==> config.mk <==
export PLATFORM = sky130hd
export DESIGN_NAME = mem_port_arbiter
export DESIGN_NICKNAME = d
export VERILOG_FILES = /design/src/rtl/mem_port_arbiter.sv
export SDC_FILE = /design/constraint.sdc
export NUM_CORES = 1
export LEC_CHECK = 0
export ABC_AREA = 1
export CAP_MARGIN = 30
export CORE_AREA = 2 2 130 132
export CTS_BUF_LIST = sky130_fd_sc_hd__clkbuf_2 sky130_fd_sc_hd__clkbuf_4 sky130_fd_sc_hd__clkbuf_8
export DETAILED_ROUTE_END_ITERATION = 12
export DIE_AREA = 0 0 132 134
export PLACE_DENSITY = 0.83
export SYNTH_ARGS = -nofsm -noshare
export SYNTH_HDL_FRONTEND = slang
export SYNTH_SLANG_ARGS = --single-unit
==> constraint.sdc <==
create_clock -name clk -period 2 [get_ports clk]
set_input_delay 0.5 -clock clk [delete_from_list [all_inputs] [get_ports clk]]
set_output_delay 0.5 -clock clk [all_outputs]
set_load 0.1 [all_outputs]
==> src/rtl/mem_port_arbiter.sv <==
// Arbitrates the unified memory port between instruction fetch and load/store,
// generating byte lanes for stores, extending load data and flagging misalignment/timeouts.
module mem_port_arbiter #(
    parameter int unsigned STARVE_MAX  = 3,
    parameter int unsigned TIMEOUT_CYC = 255
) (
    input  logic        clk,
    input  logic        rst_n,
    input  logic        i_req,
    input  logic [31:0] i_addr,
    output logic [31:0] i_rdata,
    output logic        i_valid,
    output logic        i_stall,
    input  logic        d_req,
    input  logic [31:0] d_addr,
    input  logic [2:0]  d_ldst,
    input  logic [31:0] d_wdata,
    output logic [31:0] d_rdata,
    output logic        d_valid,
    output logic        d_err,
    output logic        d_stall,
    output logic        mem_req,
    output logic [31:0] mem_addr,
    output logic [3:0]  mem_we,
    output logic [31:0] mem_wdata,
    input  logic        mem_ack,
    input  logic [31:0] mem_rdata
);

    typedef enum logic [2:0] {IDLE, BUSY_I, BUSY_D, RESP_I, RESP_D, ERR_D} state_e;

    localparam logic [2:0] OP_LB  = 3'b000;
    localparam logic [2:0] OP_LH  = 3'b001;
    localparam logic [2:0] OP_LW  = 3'b010;
    localparam logic [2:0] OP_LBU = 3'b011;
    localparam logic [2:0] OP_LHU = 3'b100;
    localparam logic [2:0] OP_SB  = 3'b101;
    localparam logic [2:0] OP_SH  = 3'b110;
    localparam logic [2:0] OP_SW  = 3'b111;

    localparam logic [3:0] STARVE_LIM = 4'(STARVE_MAX);
    localparam logic [7:0] TMO_LAST   = 8'(TIMEOUT_CYC - 1);
    localparam bit         TMO_EN     = (TIMEOUT_CYC != 0);

    state_e      state_q, state_d;
    logic [3:0]  starve_q, starve_d;
    logic [7:0]  tmo_q, tmo_d;
    logic        mreq_q, mreq_d;
    logic [31:0] addr_q, addr_d;
    logic [3:0]  we_q, we_d;
    logic [31:0] wdata_q, wdata_d;
    logic [2:0]  ldst_q, ldst_d;
    logic [1:0]  off_q, off_d;
    logic [31:0] rdata_q, rdata_d;
    logic        err_q, err_d;

    logic        d_misaligned;
    logic [3:0]  st_we;
    logic [31:0] st_wdata;
    logic [31:0] ld_shift;
    logic [31:0] ld_data;
    logic        grant_i, grant_d;

    always_ff @(posedge clk or negedge rst_n) begin
        if (!rst_n) begin
            state_q  <= IDLE;
            starve_q <= '0;
            tmo_q    <= '0;
            mreq_q   <= 1'b0;
            addr_q   <= '0;
            we_q     <= '0;
            wdata_q  <= '0;
            ldst_q   <= '0;
            off_q    <= '0;
            rdata_q  <= '0;
            err_q    <= 1'b0;
        end else begin
            state_q  <= state_d;
            starve_q <= starve_d;
            tmo_q    <= tmo_d;
            mreq_q   <= mreq_d;
            addr_q   <= addr_d;
            we_q     <= we_d;
            wdata_q  <= wdata_d;
            ldst_q   <= ldst_d;
            off_q    <= off_d;
            rdata_q  <= rdata_d;
            err_q    <= err_d;
        end
    end

    // Request-side decode works on the live d_* inputs; load extraction uses the latched op/offset.
    always_comb begin
        d_misaligned = 1'b0;
        st_we        = '0;
        st_wdata     = '0;
        case (d_ldst)
            OP_LH, OP_LHU: d_misaligned = d_addr[0];
            OP_LW:         d_misaligned = |d_addr[1:0];
            OP_SB: begin
                st_we    = 4'b0001 << d_addr[1:0];
                st_wdata = {4{d_wdata[7:0]}};
            end
            OP_SH: begin
                d_misaligned = d_addr[0];
                st_we        = 4'b0011 << d_addr[1:0];
                st_wdata     = {2{d_wdata[15:0]}};
            end
            OP_SW: begin
                d_misaligned = |d_addr[1:0];
                st_we        = 4'b1111;
                st_wdata     = d_wdata;
            end
            default: ;
        endcase

        ld_shift = mem_rdata >> {off_q, 3'b000};
        ld_data  = '0;
        case (ldst_q)
            OP_LB:   ld_data = {{24{ld_shift[7]}}, ld_shift[7:0]};
            OP_LH:   ld_data = {{16{ld_shift[15]}}, ld_shift[15:0]};
            OP_LW:   ld_data = mem_rdata;
            OP_LBU:  ld_data = {24'h0, ld_shift[7:0]};
            OP_LHU:  ld_data = {16'h0, ld_shift[15:0]};
            default: ld_data = '0;
        endcase
    end

    always_comb begin
        state_d  = state_q;
        starve_d = starve_q;
        tmo_d    = tmo_q;
        mreq_d   = mreq_q;
        addr_d   = addr_q;
        we_d     = we_q;
        wdata_d  = wdata_q;
        ldst_d   = ldst_q;
        off_d    = off_q;
        rdata_d  = rdata_q;
        err_d    = err_q;
        grant_i  = i_req && (!d_req || starve_q == STARVE_LIM);
        grant_d  = d_req && !grant_i;
        case (state_q)
            IDLE: begin
                if (grant_d) begin
                    if (i_req && starve_q != 4'hF) starve_d = starve_q + 4'd1;
                    ldst_d  = d_ldst;
                    off_d   = d_addr[1:0];
                    tmo_d   = '0;
                    rdata_d = '0;
                    err_d   = d_misaligned;
                    if (d_misaligned) begin
                        state_d = ERR_D;
                    end else begin
                        state_d = BUSY_D;
                        mreq_d  = 1'b1;
                        addr_d  = {d_addr[31:2], 2'b00};
                        we_d    = st_we;
                        wdata_d = st_wdata;
                    end
                end else if (grant_i) begin
                    starve_d = '0;
                    tmo_d    = '0;
                    rdata_d  = '0;
                    err_d    = 1'b0;
                    state_d  = BUSY_I;
                    mreq_d   = 1'b1;
                    addr_d   = {i_addr[31:2], 2'b00};
                    we_d     = '0;
                    wdata_d  = '0;
                end
            end
            BUSY_I, BUSY_D: begin
                if (mem_ack) begin
                    mreq_d  = 1'b0;
                    we_d    = '0;
                    rdata_d = (state_q == BUSY_D) ? ld_data : mem_rdata;
                    state_d = (state_q == BUSY_D) ? RESP_D : RESP_I;
                end else if (TMO_EN && tmo_q == TMO_LAST) begin
                    mreq_d  = 1'b0;
                    we_d    = '0;
                    rdata_d = '0;
                    err_d   = (state_q == BUSY_D);
                    state_d = (state_q == BUSY_D) ? RESP_D : RESP_I;
                end else begin
                    tmo_d = tmo_q + 8'd1;
                end
            end
            default: state_d = IDLE;
        endcase
    end

    always_comb begin
        i_valid   = (state_q == RESP_I);
        d_valid   = (state_q == RESP_D) || (state_q == ERR_D);
        d_err     = (state_q == ERR_D) || ((state_q == RESP_D) && err_q);
        i_rdata   = i_valid ? rdata_q : '0;
        d_rdata   = (state_q == RESP_D) ? rdata_q : '0;
        i_stall   = i_req & ~i_valid;
        d_stall   = d_req & ~d_valid;
        mem_req   = mreq_q;
        mem_addr  = addr_q;
        mem_we    = we_q;
        mem_wdata = wdata_q;
    end

endmodule
# --- Yosys cells after proc, flatten, opt, wreduce, memory -nomap -nowiden ---
# Index checks and enable logic that the tools add are counted.
op_classes:
  n_addsub: 2
  n_eq_ne: 26
  n_shift: 3
  muxes: 48
  bitwise_logic: 4
  reduce_logical: 25
ops:
  columns: ["operator", "count"]
  rows:
  - ["$mux 32", 12]
  - ["$pmux 32 s5", 1]
  - ["$pmux 32 s3", 1]
  - ["$pmux 32 s2", 1]
  - ["$mux 8", 4]
  - ["$shr 32x5->16", 1]
  - ["$mux 4", 7]
  - ["$eq 3x3->1 const B", 7]
  - ["$mux 3", 6]
  - ["$pmux 8 s2", 1]
  - ["$eq 3x2->1 const B", 5]
  - ["$pmux 4 s3", 1]
  - ["$reduce_and 4->1", 3]
  - ["$eq 3x1->1 const B", 3]
  - ["$mux 1", 9]
  - ["$ne 3x3->1 const B", 3]
  - ["$reduce_and 3->1", 3]
  - ["$add 8x1->8 const B", 1]
  - ["$eq 8x8->1 const B", 1]
  - ["$ne 2x2->1 const B", 4]
  - ["$pmux 4 s2", 1]
  - ["$logic_not 3->1", 2]
  - ["$pmux 1 s2", 3]
  - ["$pmux 3 s2", 1]
  - ["other kinds (15)", 27]
word_totals:
  reg_bits: 122
  in_bits: 136
  output_inout_bits: 138
  elab_cells: 119

# --- Logic depth before layout (Yosys ltp) ---
# Gate-level depths: netlist of the first run.
depth:
  word_depth: 7
  ltp_mapped: 12
  depth_no_buf: 11

# --- Least setup slack after synthesis of the first run ---
# OpenSTA, ideal clock, no wires.
synth_timing:
  path_type: "register to output"
  startpoint: "register state_q[1]"
  endpoint: "output i_rdata[10]"
  t_arrival_ns: 4.532
  required_time_ns: 1.500
  path_slack_ns: -3.032
  path_stages_with_launch: 6
  path_buffers: 1
  cell_sequence: "dfrtp_1 inv_1 nor3_1 inv_1 clkbuf_1 nor2_1"
synth_between:
  elab_chain_len: 2
synth_rtl:
  columns: ["element", "line", "rtl"]
  rows:
  - ["start: declaration", "45", "state_e state_q, state_d;"]
  - ["start signal: assignment", "78", "state_q <= state_d;"]
  - ["$eq 3x2->1", "194", "i_valid = (state_q == RESP_I);"]
  - ["via i_valid", "12", "output logic i_valid,"]
  - ["$mux 32", "197", "i_rdata = i_valid ? rdata_q : '0;"]
  - ["end: declaration", "11", "output logic [31:0] i_rdata,"]
# The timed path passes the listed nets, and every way through them passes these cells.

# --- Worst setup path in the final report of the first run ---
layout_timing:
  startpoint: "register state_q[2]"
  endpoint: "output i_rdata[29]"
layout_between:
  elab_chain_len: 2
layout_rtl:
  columns: ["element", "line"]
  rows:
  - ["$eq 3x2->1", "194"]
  - ["$mux 32", "197"]
# Every way passes these cells.

==> results of run 1 <==
sequential cells by signal, indices dropped and copies added (netlist names):
register and flops:
mem_wdata 32, rdata_q 32, mem_addr 30, tmo_q 8, mem_we 4, starve_q 4
ldst_q 3, state_q 3, off_q 2, err_q 1, mem_req 1
final cells by class:
cell class / count / area share
Multi-Input combinational cell: 949 / 0.336
Sequential cell: 120 / 0.225
Timing Repair Buffer: 354 / 0.363
Inverter: 82 / 0.0242
Clock buffer: 26 / 0.0244
Clock inverter: 6 / 0.00665
Tap cell: 220 / 0.0206
where the power goes:
part | switching [uW] | total, uW | internal (uW) | leakage [uW]
Clock | 1010 | 2320 | 1310 | 0.000211
Combinational | 8790 | 13100 | 4360 | 0.00470
Sequential | 756 | 3970 | 3210 | 0.00158
Total | 10600 | 19400 | 8880 | 0.00650
logic make-up (layout without fill, tap and decap cells):
kind of cell / count (synthesis) / in the layout / share of synthesized area
AO/OA/AOI/OAI: 72 / 72 / 0.0525
XOR/XNOR: 8 / 8 / 0.00928
adder cells (fa/ha/maj): 3 / 3 / 0.00497
buffers and inverters: 142 / 468 / 0.0848
flip-flops: 120 / 120 / 0.398
other: 1 / 2 / 0.000497
AND/OR/NAND/NOR: 864 / 864 / 0.450
final timing paths:
| check | start | end | slack (ns) | cells after the start |
|---|---|---|---|---|
| worst max-delay path | state_q[2]$_DFFE_PN0P_ | i_rdata[29] | -0.37 | 6 |
| worst min-delay path | rdata_q[24]$_DFFE_PN0P_ | rdata_q[24]$_DFFE_PN0P_ | 0.49 | 2 |
| worst max register to register | state_q[2]$_DFFE_PN0P_ | rdata_q[10]$_DFFE_PN0P_ | 0.08 | 10 |
| worst min register to register | rdata_q[24]$_DFFE_PN0P_ | rdata_q[24]$_DFFE_PN0P_ | 0.49 | 2 |
| max in group asynchronous | rst_n | state_q[2]$_DFFE_PN0P_ | 0.82 | 3 |
| min in group asynchronous | rst_n | rdata_q[14]$_DFFE_PN0P_ | 0.55 | 2 |
worst min-delay path: stages (launching register included):
cell and delay [ns]:
dfrtp_1 0.35, nand2_1 0.05, nand2_1 0.05
repair_timing:
action	CTS	global route
hold buffers	1	0
cloned	3	1
pin swaps	8	7
resized for setup	87	9
hold endpoints to repair	28	0
endpoints found under the setup margin	70	133
buffers inserted	18	6
Yosys cell counts, drive strengths merged (2+ instances only):
library cell	number	share of area
a21oi	5	0.0038
a22o	5	0.0058
buf	41	0.034
clkbuf	19	0.0096
dfrtp	120	0.40
ha	3	0.0050
inv	82	0.041
nand2	683	0.34
nand3	72	0.049
nand4	2	0.0017
nor2	103	0.054
nor3	3	0.0020
o211ai	2	0.0020
o21ai	58	0.038
xor2	8	0.0093
per-stage QoR:
step	hold WS, ns	power (uW)
5_1_grt	0.509	20400
4_1_cts	0.484	19200
3_3_place_gp	0.461	15900
6_report	0.486	19400
2_1_floorplan	0.204	11900
3_5_place_dp	0.465	16200
placed cells by master (no fill, tap or decap), types with 21 or more instances in the layout:
| master | count |
|---|---|
| clkbuf_8 | 21 |
| nor2_4 | 69 |
| clkdlybuf4s50_1 | 132 |
| nand2_1 | 670 |
| inv_1 | 71 |
| nor2_1 | 32 |
| buf_12 | 140 |
| o21ai_0 | 43 |
| dfrtp_1 | 119 |
| buf_4 | 69 |
| nand3_1 | 66 |
metal layers:
layer / part of all wire / vias to the layer above
met1: 0.35 / 4192
met2: 0.52 / 426
met5: 0 / -
li1: - / 4313
met4: 0.038 / 0
met3: 0.089 / 77
==> qor.txt, run 1 <==
Setup CP Type: reg -> out
Initial Util: 0.464
Max IR drop VDD: 1150 uV
Worst skew pair latency: 0.46 ns
Via count: 9,008
Largest fanout on the critical path: 4
CP bufs+invs: 4
Crit path cell chain: nor3_4 -> bufinv_8 -> buf_12 -> clkbuf_16 -> nor2_4 -> buf_12
Sequential area share after synthesis: 0.398
Drt drc: 0
ANT nets after route: 0
RePlAce Congestion: 0.921
Placed Cells: 1,699
Synth unique cells: 31
Inserted Diodes: 0
Crit path time final: 2.37 ns
CTS tree: done
Clock sinks: 120
Placed cell areas: 12,300 sq um
Initial antenna violation count: 0
Root Driver: clkbuf_8
First-pass GRT wire length: 44.0 mm
FILL cells: 999
Vias in the first global route: 8,838
Failing checks: negative setup slack
Crit start category: flip-flop
Width of the die: 132 microns
Register bit total from synthesis: 120
Max_cap viols: 0
Pre-CTS WS: -0.333 ns
Period utilization: 1.18
I/O pin count: 274
Largest stage delay, worst path: 0.43 ns
Worst-margin pin slew: 0.595 ns
Total grt overflow: 0
Met1 Usage GRT: 0.348
Critical path arrival: 1.87 ns
Post-synthesis cell area: 7550 sq um
DR WL/cell: 16.1 microns
Multi-input logic area: 4500 sq um
CP required: 1.50 ns
Final Max Tran Viols: 0
Top Family by Delay on Critical Path: buffers and inverters
Setup ws final: -0.368 ns
1st-iter DRT viols: 707
GR Util met2: 0.569
EDFF count, synth: 0
Rows: 47
Final wirelength: 28.3 mm
Slew HR: 0.603
Die Area: 17,700 sq um
GRT Total Usage: 0.316
Skew final: 0.0101 ns
CORE AREA: 16,300 sq um
Layer with the highest usage: met2
Leak Pwr: 0.00650 uW
Maximum number of pins on one net before global-route repair: 61
Vias per inst: 5.13
Core Util, Final: 0.821
Synth warnings: 0
P per Cell Area: 1450 nW/um^2
RSZ-0062 raised after global routing: yes
Worst path slowest cell: dfrtp_2
Nets: 1,663
Hold Vio Cnt, Final: 0
Fin cells: 1,757
CP endpoint kind: output port
H-tree depth: 4
Status: finished, violations left
FF/Latch Area: 3000 sq um
Gate Count Post-Synth: 1,210
Number of port buffers: 269
Most frequent CP cell: buf_12
Synth Flop Type: dfrtp_1
Area growth, synth to finish: 77.0%
DR pass1 iterations: 5
Max Freq: 0.422 GHz
Hold crit path type: reg -> reg
Clock slew at reported path FFs: 0.08 ns
Final setup vio count: 67
CTS Buffer Depth: 2
Synthesized area per cell: 6.24 sq um
Detail Placement HPWL: 19.8 mm
Routing usage on met3: 0.0907
Layout cells sized above 1: 0.234
CTS Buf Count: 17
Die Span Y: 134 microns
Setup total negative slack: -20.86 ns
Share of synthesized flip-flops with an asynchronous set or reset: 1.00
Cell area after layout: 13,400 sq um
Note: power is estimated with default switching activity, not from simulation.
==> run 2: changes to the inputs <==
- HOLD_SLACK_MARGIN: default -> 0.05
- clock period: 2 -> 2.3 ns (I/O delays scaled with it)
==> qor.txt, run 2 (synthesis results as in run 1) <==
Status: finished, violations left
Failing checks: negative setup slack
RePlAce Congestion: 0.890
Clock sinks: 120
Die Area: 17,700 sq um
FILL cells: 1,235
Area growth, synth to finish: 63.6%
Crit path time final: 2.45 ns
Leak Pwr: 0.00615 uW
Crit start category: flip-flop
Setup total negative slack: -5.56 ns
Final hold slack: 0.198 ns
Critical path arrival: 1.87 ns
CP required: 1.73 ns
Detail Placement HPWL: 18.8 mm
P per Cell Area: 1260 nW/um^2
ANT nets after route: 0
RSZ-0062 raised after global routing: yes
H-tree depth: 4
Maximum number of pins on one net before global-route repair: 121
Vias per inst: 5.03
Period utilization: 1.06
R2r worst-path depth: 6
Die Span Y: 134 microns
Hold Vio Cnt, Final: 0
Power Total: 15,500 uW
RR Startpoint: starve_q[0]$_DFFE_PN0P_
CTS tree: done
Setup ws final: -0.147 ns
Clock slew at reported path FFs: 0.08 ns
Root Driver: clkbuf_8
DR WL/cell: 15.3 microns
Inserted Diodes: 0
Worst skew pair latency: 0.47 ns
CORE AREA: 16,300 sq um
Critical Path End: i_rdata[22]
Rows: 47
CTS Buffer Depth: 2
Initial Util: 0.464
Max_cap viols: 0
Most common cell after layout, fill and taps aside: nand2_1
Worst-margin pin slew: 0.907 ns
Max Freq: 0.409 GHz
Post-CTS Hold Buffers: 0
Critical path origin: state_q[0]$_DFFE_PN0P_
Final Max Tran Viols: 0
Layout cells sized above 1: 0.215
Hold crit path type: in -> async
Max IR drop VDD: 1560 uV
Final wirelength: 26.5 mm
First-pass GRT wire length: 40.7 mm
Width of the die: 132 microns
GRT Total Usage: 0.287
Via count: 8,687
R2R Setup Slk: 0.27 ns
Reg-to-reg endpoint: mem_wdata[4]$_DFFE_PN0P_
Initial antenna violation count: 0
Drt drc: 0
Largest fanout on the critical path: 5
Skew final: 0.0133 ns
CTS Buf Count: 17
DR pass1 iterations: 8
Nets: 1,634
Vias in the first global route: 8,389
Final setup vio count: 65
Fin cells: 1,727
Number of port buffers: 269
1st-iter DRT viols: 599
Pre-CTS WS: -0.252 ns
Slew HR: 0.395
Setup CP Type: reg -> out
Total grt overflow: 0
CP endpoint kind: output port
I/O pin count: 274
Placed Cells: 1,681
Commonest cells after routing, fill and taps aside: nand2_1, clkdlybuf4s50_1, dfrtp_1, buf_4, buf_12
[run 2: worst min-delay path by stage]
stage,start,end,slack (ns),cells past startpoint
final,rst_n,rdata_q[12]$_DFFE_PN0P_,0.20,2
after global routing,rst_n,rdata_q[12]$_DFFE_PN0P_,0.25,2
after CTS,rst_n,mem_wdata[27]$_DFFE_PN0P_,0.24,2
after detailed placement,rdata_q[31]$_DFFE_PN0P_,rdata_q[31]$_DFFE_PN0P_,0.47,2
after global placement,mem_wdata[20]$_DFFE_PN0P_,mem_wdata[20]$_DFFE_PN0P_,0.46,2
after floorplan,rst_n,err_q$_DFFE_PN0P_,0.28,0
[run 2: power by group]
group / internal [uW] / switching, uW
Combinational: 2680 / 7440
Sequential: 2800 / 471
Clock: 1180 / 954
[run 2: final cells by class]
| cell class | instances | area (sq um) | area share |
|---|---|---|---|
| Clock buffer | 17 | 234 | 0.0189 |
| Clock inverter | 14 | 200 | 0.0162 |
| Inverter | 82 | 334 | 0.0270 |
| Multi-Input combinational cell | 949 | 4450 | 0.360 |
| Sequential cell | 120 | 3010 | 0.243 |
| Tap cell | 220 | 275 | 0.0223 |
| Timing Repair Buffer | 324 | 3850 | 0.311 |
| Timing Repair inverter | 1 | 8.76 | 0.000709 |
[run 2: critical path: stages, from the launching register on]
cell       delay, ns
dfrtp_2         0.41
inv_2           0.07
nor3_4          0.23
bufinv_16       0.24
clkbuf_16       0.17
nor2_4          0.11
buf_12          0.18
[run 2: metal layers]
metal  global-route usage  wire [microns]
met4                0.109             674
met1                0.328            9940
met5                    0               0
met2                0.514           13900
met3               0.0741            1980
[run 2: what timing repair did]
item                       in CTS  in global routing
setup endpoints to repair      66                 66
gates resized for setup        39                 45
gates cloned                    0                  5
hold endpoints to repair        0                  0
pin swaps                       3                  2
buffers inserted                7                  3
[run 2: through the flow]
| step | area (sq um) | util |
|---|---|---|
| 2_1_floorplan | 7890 | - |
| 3_3_place_gp | 11400 | 0.700 |
| 3_5_place_dp | 11400 | 0.700 |
| 4_1_cts | 12000 | 0.738 |
| 5_1_grt | 12400 | 0.759 |
| 6_report | 12400 | 0.759 |
